**src/rtl/alu_pkg.sv**
```systemverilog
// alu_pkg: shared ALU op codes, flag indices, sequencer state and command record.
package alu_pkg;
  localparam logic [2:0] OP_ADD = 3'b000;
  localparam logic [2:0] OP_SUB = 3'b001;
  localparam logic [2:0] OP_NOT = 3'b010;
  localparam logic [2:0] OP_AND = 3'b011;
  localparam logic [2:0] OP_OR  = 3'b100;
  localparam logic [2:0] OP_XOR = 3'b101;
  localparam logic [2:0] OP_LT  = 3'b110;
  localparam logic [2:0] OP_EQ  = 3'b111;
  localparam int FLAG_ZERO  = 0;
  localparam int FLAG_OVF   = 1;
  localparam int FLAG_CARRY = 2;
  typedef enum logic [1:0] {IDLE = 2'd0, EXEC = 2'd1, DONE = 2'd2} state_t;
  typedef struct packed {
    logic [2:0] op;
    logic [3:0] a;
    logic [3:0] b;
    logic       use_acc;
    logic       wr_acc;
  } cmd_t;
endpackage

```
**src/rtl/alu_cmd_sequencer_if.sv**
```systemverilog
// alu_cmd_sequencer_if: command, ALU and result buses of the sequencer.
interface alu_cmd_sequencer_if;
  logic       cmd_valid;
  logic       cmd_ready;
  logic [2:0] cmd_op;
  logic [3:0] cmd_a;
  logic [3:0] cmd_b;
  logic       cmd_use_acc;
  logic       cmd_wr_acc;
  logic       flush;
  logic [2:0] alu_fnselec;
  logic [3:0] alu_a;
  logic [3:0] alu_b;
  logic [3:0] alu_res;
  logic       alu_zero;
  logic       alu_overflow;
  logic       alu_carry;
  logic       out_valid;
  logic       out_ready;
  logic [3:0] out_res;
  logic [2:0] out_flags;
  logic [3:0] acc;
  modport slave (
    input  cmd_valid, cmd_op, cmd_a, cmd_b, cmd_use_acc, cmd_wr_acc, flush,
    input  alu_res, alu_zero, alu_overflow, alu_carry, out_ready,
    output cmd_ready, alu_fnselec, alu_a, alu_b, out_valid, out_res, out_flags, acc
  );
  modport master (
    output cmd_valid, cmd_op, cmd_a, cmd_b, cmd_use_acc, cmd_wr_acc, flush,
    output alu_res, alu_zero, alu_overflow, alu_carry, out_ready,
    input  cmd_ready, alu_fnselec, alu_a, alu_b, out_valid, out_res, out_flags, acc
  );
endinterface

```
**src/rtl/alu_cmd_fifo.sv**
```systemverilog
// alu_cmd_fifo: command FIFO; no bypass, full refuses pushes even when popping.
module alu_cmd_fifo
  import alu_pkg::*;
#(
  parameter int DEPTH = 4,
  parameter int PTR_W = 2
) (
  input  logic clk,
  input  logic rst,
  input  logic push,
  input  logic pop,
  input  logic flush,
  input  cmd_t din,
  output cmd_t dout,
  output logic full,
  output logic empty
);
  cmd_t mem_q [DEPTH];
  logic [PTR_W-1:0] wr_q, wr_d, rd_q, rd_d;
  logic [PTR_W:0] cnt_q, cnt_d;
  logic do_push, do_pop;
  always_comb begin
    full = cnt_q == (PTR_W+1)'(DEPTH);
    empty = cnt_q == '0;
    do_push = push && !full && !flush;
    do_pop = pop && !empty && !flush;
    wr_d = flush ? '0 : do_push ? wr_q + PTR_W'(1) : wr_q;
    rd_d = flush ? '0 : do_pop ? rd_q + PTR_W'(1) : rd_q;
    cnt_d = flush ? '0 : cnt_q + (PTR_W+1)'(do_push) - (PTR_W+1)'(do_pop);
    dout = mem_q[rd_q];
  end
  always_ff @(posedge clk or posedge rst)
    if (rst) begin
      wr_q <= '0;
      rd_q <= '0;
      cnt_q <= '0;
    end else begin
      wr_q <= wr_d;
      rd_q <= rd_d;
      cnt_q <= cnt_d;
    end
  always_ff @(posedge clk)
    if (do_push) mem_q[wr_q] <= din;
endmodule

```
**src/rtl/alu_cmd_sequencer.sv**
```systemverilog
// alu_cmd_sequencer: queues ALU commands, issues one at a time and returns results over valid/ready.
module alu_cmd_sequencer
  import alu_pkg::*;
#(
  parameter int DEPTH = 4,
  parameter int PTR_W = 2
) (
  input logic clk,
  input logic rst,
  alu_cmd_sequencer_if.slave bus
);
  cmd_t din, head;
  logic full, empty, issue, capture;
  state_t state_q, state_d;
  logic [2:0] fn_q, fn_d, flags_q, flags_d;
  logic [3:0] a_q, a_d, b_q, b_d, acc_q, acc_d, res_q, res_d;
  logic wr_acc_q, wr_acc_d;
  assign din = {bus.cmd_op, bus.cmd_a, bus.cmd_b, bus.cmd_use_acc, bus.cmd_wr_acc};
  alu_cmd_fifo #(.DEPTH(DEPTH), .PTR_W(PTR_W)) u_fifo (
    .clk(clk), .rst(rst), .push(bus.cmd_valid), .pop(issue), .flush(bus.flush),
    .din(din), .dout(head), .full(full), .empty(empty)
  );
  // acc is read at the pop edge, so a back-to-back use_acc sees the previous write
  always_comb begin
    issue = !bus.flush && !empty && (state_q == IDLE || (state_q == DONE && bus.out_ready));
    capture = !bus.flush && state_q == EXEC;
    state_d = bus.flush ? IDLE : issue ? EXEC : capture ? DONE :
              (state_q == DONE && bus.out_ready) ? IDLE : state_q;
    fn_d = issue ? head.op : fn_q;
    a_d = issue ? (head.use_acc ? acc_q : head.a) : a_q;
    b_d = issue ? head.b : b_q;
    wr_acc_d = issue ? head.wr_acc : wr_acc_q;
    res_d = capture ? bus.alu_res : res_q;
    flags_d = capture ? {bus.alu_carry, bus.alu_overflow, bus.alu_zero} : flags_q;
    acc_d = (capture && wr_acc_q) ? bus.alu_res : acc_q;
  end
  always_ff @(posedge clk or posedge rst)
    if (rst) begin
      state_q <= IDLE;
      fn_q <= '0;
      a_q <= '0;
      b_q <= '0;
      wr_acc_q <= 1'b0;
      res_q <= '0;
      flags_q <= '0;
      acc_q <= '0;
    end else begin
      state_q <= state_d;
      fn_q <= fn_d;
      a_q <= a_d;
      b_q <= b_d;
      wr_acc_q <= wr_acc_d;
      res_q <= res_d;
      flags_q <= flags_d;
      acc_q <= acc_d;
    end
  assign bus.cmd_ready = !full;
  assign bus.alu_fnselec = fn_q;
  assign bus.alu_a = a_q;
  assign bus.alu_b = b_q;
  assign bus.out_valid = state_q == DONE;
  assign bus.out_res = res_q;
  assign bus.out_flags = flags_q;
  assign bus.acc = acc_q;
endmodule

```
**src/flat_wrapper.sv**
```systemverilog
// flat-port wrapper written by rule: the top's interface ports become plain ports
module alu_cmd_sequencer_flat import alu_pkg::*;
#(
  parameter int DEPTH = 4,
  parameter int PTR_W = 2
)
  (clk, rst, bus_cmd_valid, bus_cmd_op, bus_cmd_a, bus_cmd_b, bus_cmd_use_acc, bus_cmd_wr_acc, bus_flush, bus_alu_res, bus_alu_zero, bus_alu_overflow, bus_alu_carry, bus_out_ready, bus_cmd_ready, bus_alu_fnselec, bus_alu_a, bus_alu_b, bus_out_valid, bus_out_res, bus_out_flags, bus_acc);
  alu_cmd_sequencer_if bus_i ();
  input logic clk;
  input logic rst;
  input wire logic [$bits(bus_i.cmd_valid)-1:0] bus_cmd_valid;
  input wire logic [$bits(bus_i.cmd_op)-1:0] bus_cmd_op;
  input wire logic [$bits(bus_i.cmd_a)-1:0] bus_cmd_a;
  input wire logic [$bits(bus_i.cmd_b)-1:0] bus_cmd_b;
  input wire logic [$bits(bus_i.cmd_use_acc)-1:0] bus_cmd_use_acc;
  input wire logic [$bits(bus_i.cmd_wr_acc)-1:0] bus_cmd_wr_acc;
  input wire logic [$bits(bus_i.flush)-1:0] bus_flush;
  input wire logic [$bits(bus_i.alu_res)-1:0] bus_alu_res;
  input wire logic [$bits(bus_i.alu_zero)-1:0] bus_alu_zero;
  input wire logic [$bits(bus_i.alu_overflow)-1:0] bus_alu_overflow;
  input wire logic [$bits(bus_i.alu_carry)-1:0] bus_alu_carry;
  input wire logic [$bits(bus_i.out_ready)-1:0] bus_out_ready;
  output wire logic [$bits(bus_i.cmd_ready)-1:0] bus_cmd_ready;
  output wire logic [$bits(bus_i.alu_fnselec)-1:0] bus_alu_fnselec;
  output wire logic [$bits(bus_i.alu_a)-1:0] bus_alu_a;
  output wire logic [$bits(bus_i.alu_b)-1:0] bus_alu_b;
  output wire logic [$bits(bus_i.out_valid)-1:0] bus_out_valid;
  output wire logic [$bits(bus_i.out_res)-1:0] bus_out_res;
  output wire logic [$bits(bus_i.out_flags)-1:0] bus_out_flags;
  output wire logic [$bits(bus_i.acc)-1:0] bus_acc;
  assign bus_i.cmd_valid = bus_cmd_valid;
  assign bus_i.cmd_op = bus_cmd_op;
  assign bus_i.cmd_a = bus_cmd_a;
  assign bus_i.cmd_b = bus_cmd_b;
  assign bus_i.cmd_use_acc = bus_cmd_use_acc;
  assign bus_i.cmd_wr_acc = bus_cmd_wr_acc;
  assign bus_i.flush = bus_flush;
  assign bus_i.alu_res = bus_alu_res;
  assign bus_i.alu_zero = bus_alu_zero;
  assign bus_i.alu_overflow = bus_alu_overflow;
  assign bus_i.alu_carry = bus_alu_carry;
  assign bus_i.out_ready = bus_out_ready;
  assign bus_cmd_ready = bus_i.cmd_ready;
  assign bus_alu_fnselec = bus_i.alu_fnselec;
  assign bus_alu_a = bus_i.alu_a;
  assign bus_alu_b = bus_i.alu_b;
  assign bus_out_valid = bus_i.out_valid;
  assign bus_out_res = bus_i.out_res;
  assign bus_out_flags = bus_i.out_flags;
  assign bus_acc = bus_i.acc;
  alu_cmd_sequencer #(.DEPTH(DEPTH), .PTR_W(PTR_W)) u_core (.clk(clk), .rst(rst), .bus(bus_i));
endmodule
```
**config.mk**
```make
export PLATFORM = sky130hd
export DESIGN_NAME = alu_cmd_sequencer_flat
export DESIGN_NICKNAME = d
export VERILOG_FILES = /design/src/rtl/alu_pkg.sv /design/src/rtl/alu_cmd_sequencer_if.sv /design/src/rtl/alu_cmd_fifo.sv /design/src/rtl/alu_cmd_sequencer.sv /design/src/flat_wrapper.sv
export SDC_FILE = /design/constraint.sdc
export NUM_CORES = 1
export LEC_CHECK = 0
export ABC_AREA = 1
export BUFFER_PORTS_ARGS = -buffer_cell sky130_fd_sc_hd__buf_2
export CAP_MARGIN = 20
export CORE_ASPECT_RATIO = 0.7
export CORE_MARGIN = 3
export CORE_UTILIZATION = 60
export DETAILED_ROUTE_END_ITERATION = 10
export HOLD_SLACK_MARGIN = 0.1
export PLACE_DENSITY = 0.83
export SYNTH_ARGS = -nofsm -noshare
export SYNTH_HDL_FRONTEND = slang
export SYNTH_SLANG_ARGS = --single-unit
```
**constraint.sdc**
```tcl
create_clock -name clk -period 3.8 [get_ports clk]
set_input_delay 0.38 -clock clk [delete_from_list [all_inputs] [get_ports clk]]
set_output_delay 0.38 -clock clk [all_outputs]
set_load 0.01 [all_outputs]
```
## After elaboration in Yosys (flattened, before gate mapping)

Memory sizes are Yosys's and may differ from the RTL's.
Cells that the tools add are included.

| word-level totals | value |
|---|---|
| word-level logic and storage cells | 49 |
| register bits | 32 |
| input bits | 25 |
| memories kept | 1 |
| RAM bits | 52 |
| ROM bits | 0 |
| output and inout bits | 24 |
| latch bits | 0 |

Memories:

| name | words | width | rd ports | clocked after memory_dff | wr ports | RTL line | RTL |
|---|---|---|---|---|---|---|---|
| u_core.u_fifo.mem_q | 4 | 13 | 1 | 0 | 1 | alu_cmd_fifo.sv:18 | `cmd_t mem_q [DEPTH];` |

| operators by class | value |
|---|---|
| reduce and logical (&&, ||, !) cells | 18 |
| $mul | 0 |
| shift-type cells | 0 |
| div/mod/pow operators | 0 |
| add/sub/neg operators | 4 |
| magnitude comparators | 0 |
| bitwise gates (word level) | 0 |
| muxes and demuxes | 12 |
| equal/unequal tests | 3 |

Operator list:

| kind | count |
|---|---|
| $mux 2 | 8 |
| $logic_and 1x1->1 | 9 |
| $add 2x1->2 const B | 2 |
| $mux 4 | 1 |
| $reduce_bool 2->1 | 2 |
| $reduce_bool 4->1 | 1 |
| $add 3x1->3 | 1 |
| $eq 3x3->1 const B | 1 |
| $logic_not 1->1 | 3 |
| $logic_not 3->1 | 1 |
| $mux 3 | 1 |
| $sub 3x1->3 | 1 |
| $eq 2x1->1 const B | 1 |
| $eq 2x2->1 const B | 1 |
| $logic_not 2->1 | 1 |
| $mux 1 | 2 |
| $logic_or 1x1->1 | 1 |

## Longest topological paths before layout

| logic depth | value |
|---|---|
| depth after elaboration | 8 |
| depth in mapped cells | 12 |
| depth with buffers taken out | 11 |

## Hierarchy

From an unflattened synthesis, not the netlist that was laid out.

| second synthesis, totals | value |
|---|---|
| cells, all modules | 320 |
| area, all modules | 3543.4 um2 |

Modules (own cells, without submodules):

| module | cells each | times used | area an instance (um2) | sequential area each (um2) |
|---|---|---|---|---|
| alu_cmd_fifo | 188 | 1 | 2434.8 | 1736.7 |
| alu_cmd_sequencer | 132 | 1 | 1108.6 | 625.6 |

## Worst setup path before layout

No wires, ideal clock.

| timing | value |
|---|---|
| path kind | reg-to-reg |
| start | register u_core.u_fifo.cnt_q[1] |
| end | register u_core.u_fifo.cnt_q[2] |
| arrival time | 1.908 ns |
| buffers on the path | 1 |
| required time | 3.682 ns |
| cell stages (with the launch flop) | 13 |
| clock period less this slack | 2.026 ns |
| slack | 1.774 ns |
| library setup time | 0.118 ns |
| path through | dfrtp_1 -> nor2_1 -> nand2_2 -> nand2_2 -> nor2_4 -> buf_6 -> ha_1 -> inv_1 -> ha_1 -> inv_1 -> fa_1 -> xor2_1 -> nor2_1 |

| on the way | value |
|---|---|
| cells in the longest elaborated chain, start to end | 8 |
| elaborated cells between the ends (all ways) | 13 |
| classes of those cells | 2 x add/sub; 1 x eq/ne; 1 x mux; 9 x reduce/logical |

Ends and longest elaborated chain:

| what | RTL line | RTL |
|---|---|---|
| start: declaration | alu_cmd_fifo.sv:20 | `logic [PTR_W:0] cnt_q, cnt_d;` |
| start signal: assignment | alu_cmd_fifo.sv:40 | `cnt_q <= cnt_d;` |
| branches (longest 6 deep; another with $add 3x1->3) | - |  |
| $sub 3x1->3 * | alu_cmd_fifo.sv:29 | `cnt_d = flush ? '0 : cnt_q + (PTR_W+1)'(do_push) - (PTR_W+1)'(do_pop);` |
| $mux 3 * | alu_cmd_fifo.sv:29 |  |
| via u_core.u_fifo.cnt_d[2] | alu_cmd_fifo.sv:20 |  |

Mark *: on every way through the listed nets, which the timed path passes.
A chain may end at the register's enable or synchronous reset.

## Worst setup path in the final report

Same ends and word-level chain as after synthesis.

==> reports/qor.txt <==
Max clock buf depth -> 2
Port Buf Inserts -> 48
status -> finished, final reports clean
commonest non-fill, non-tap cell in the layout -> nand2_1
Post-DP HPWL -> 4420 um
Clock Sinks -> 84
Area Overhead vs Synth -> 13.2%
slew of the pin with the lowest slew margin -> 0.459 ns
final core occ -> 73.1%
clock latency on the worst-skew pair -> 0.36 ns
Starting Density -> 64.6%
# diodes -> 0
first-pass GRT wire length -> 10700 um
crit path cell chain -> nor2_1 -> nand2_2 -> nand2_2 -> nor2_4 -> ha_1 -> inv_1 -> ha_1 -> inv_1 -> fa_1 -> xor2_1 -> nor2_1
Root Driver -> clkbuf_8
Cells after Synth -> 319
TritonCTS clock tree -> done
synth unique cells -> 23
WP data arrival -> 2.50 ns
CP Capture Type -> flip-flop
worst vdd ir -> 0.000481 V
Max Fclk -> 444 MHz
mapped cell area -> 0.00354 mm^2
antenna violations before repair -> 0
Yosys reg bits -> 84
die height -> 70.2 um
min Tclk post-route -> 2.25 ns
post-synth top area cell -> edfxtp_1
register area share after synthesis -> 66.8%
Reg-to-Reg Start -> u_core.u_fifo.cnt_q[1]
clock skew -> 0.00774 ns
# setup viols final -> 0
PwrDens -> 667 mW/mm^2
Num CTS Buffers -> 9
Initial DRT Pass Iterations -> 4
final hold violations -> 0
core box area -> 0.00548 mm^2
Worst path slowest cell -> dfrtp_1
DR vias -> 2348
H-Tree Depth -> 3
most frequent cells in the layout -> nand2_1 (78), edfxtp_1 (52), buf_2 (48)
Critical R2R Capture -> u_core.u_fifo.cnt_q[2]
R2R depth -> 11
Worst path max stage delay -> 0.45 ns
die width -> 97.8 um
RSZ-0062 raised after global routing -> no
global route overflow -> 0
Die ar. -> 0.00687 mm^2
CTS Hold Bufs -> 0
Critical path origin -> u_core.u_fifo.cnt_q[1]
Remaining DRCs -> 0
WL per Instance -> 14.7 um
Final ANT Viol Nets -> 0
dpl cell area -> 0.00378 mm^2
total negative setup slack -> 0 ns
Setup WS pre-CTS -> 1.53 ns
pin count of the biggest net entering global routing -> 33
final wirelength -> 6620 um
cell row count -> 22
post_cts resized -> 0
Synth top area share -> 44.1%
number of global-route vias before repair -> 2221
R2R Setup Slk -> 1.55 ns
IO Count -> 49
share of cells above drive strength 1 -> 24.1%
GRT Total Usage -> 20.5%
max_cap viols -> 0
Max Fanout on Critical Path -> 16
top cells by area, synth -> edfxtp_1 (44%), dfrtp_1 (23%), nand2_1 (8.3%)
Via-to-Cell Ratio -> 5.22
Required @ worst endpoint -> 4.05 ns
worst setup margin -> 1.55 ns
Initial DRC Count -> 159
placer congestion estimate -> 0.841
Syn Nets -> 351
relative slew slack -> 69.3%
Yosys Warn Count -> 0
final worst path period share -> 59.3%
Worst Path Buf+Inv -> 2
fin area -> 0.00401 mm^2
min-delay worst type -> in -> async
WS Path Type -> reg -> reg
Crit path max-delay family -> adder cells
leakage power total -> 1.78 nW
Final Max Tran Viols -> 0
Setup Buffers After CTS -> 0
Synth Area per Inst -> 11.1 um^2
clk slew on worst S/H paths -> 0.08 ns
Final Net Count -> 405
CP Launch Type -> flip-flop
-- layer usage --
metal	global-route usage (%)	vias to the layer above	wire, um
met5	0	-	0
met4	9.52	0	148
met3	6.39	13	445
met2	30.5	79	3160
met1	27.8	1101	2870
li1	-	1155	-
-- through the flow --
stage               hold WS, ns  power [mW]  std cells
floorplan                 0.445        1.89        319
global placement          0.450        2.08        430
detailed placement        0.458        2.12        430
CTS                       0.104        2.69        446
global route              0.127        2.86        450
finish                    0.102        2.67        450
-- registers in the layout (all words and copies together), names as in the netlist, 3 cells and up --
signal,count
u_core.bus.acc,4
u_core.bus.alu_a,4
u_core.bus.alu_b,4
u_core.bus.alu_fnselec,3
u_core.bus.out_flags,3
u_core.bus.out_res,4
u_core.u_fifo.cnt_q,3
u_core.u_fifo.mem_q,52
-- power breakdown --
group          switching (mW)  internal [mW]
logic                   0.544          0.310
registers               0.110           1.15
clock network           0.306          0.256
-- area by class of cell --
class                           instances  area (um^2)
Tap cell                               72         90.1
Fill cell                             356         1470
Clock buffer                           11          141
Clock inverter                          5         36.3
Timing Repair Buffer                   54          300
Sequential cell                        84         2360
Inverter                               27          104
Multi-Input combinational cell        197          971
-- tightest hold or removal path, cell delays in order --
cell   delay (ns)
buf_2        0.10
inv_1        0.05
buf_4        0.35
-- cell families after synthesis --
kind of cell	count (synthesis)	share of synthesized area, %
compound gates	37	5.77
buf+inv	38	5.77
xor+xnor	3	0.743
flops	84	66.8
fa+ha+maj	7	2.69
simple gates	150	18.3
-- synthesized netlist by cell type (all sizes together) --
library cell  number
edfxtp            52
nor2              40
buf               11
ha                 6
nand2             86
o21ai             37
xnor2              1
nand3             24
fa                 1
dfrtp             32
inv               27
xor2               2
-- worst max-delay path by stage --
stage,end,slack [ns],cells past startpoint
2_1_floorplan,u_core.u_fifo.cnt_q[2],1.77,12
3_3_place_gp,u_core.u_fifo.cnt_q[2],1.59,11
3_5_place_dp,u_core.u_fifo.cnt_q[2],1.53,11
4_1_cts,u_core.u_fifo.cnt_q[2],1.55,11
5_1_grt,u_core.u_fifo.cnt_q[2],1.40,11
6_report,u_core.u_fifo.cnt_q[2],1.55,11
Power figures use the tool's default switching activity.
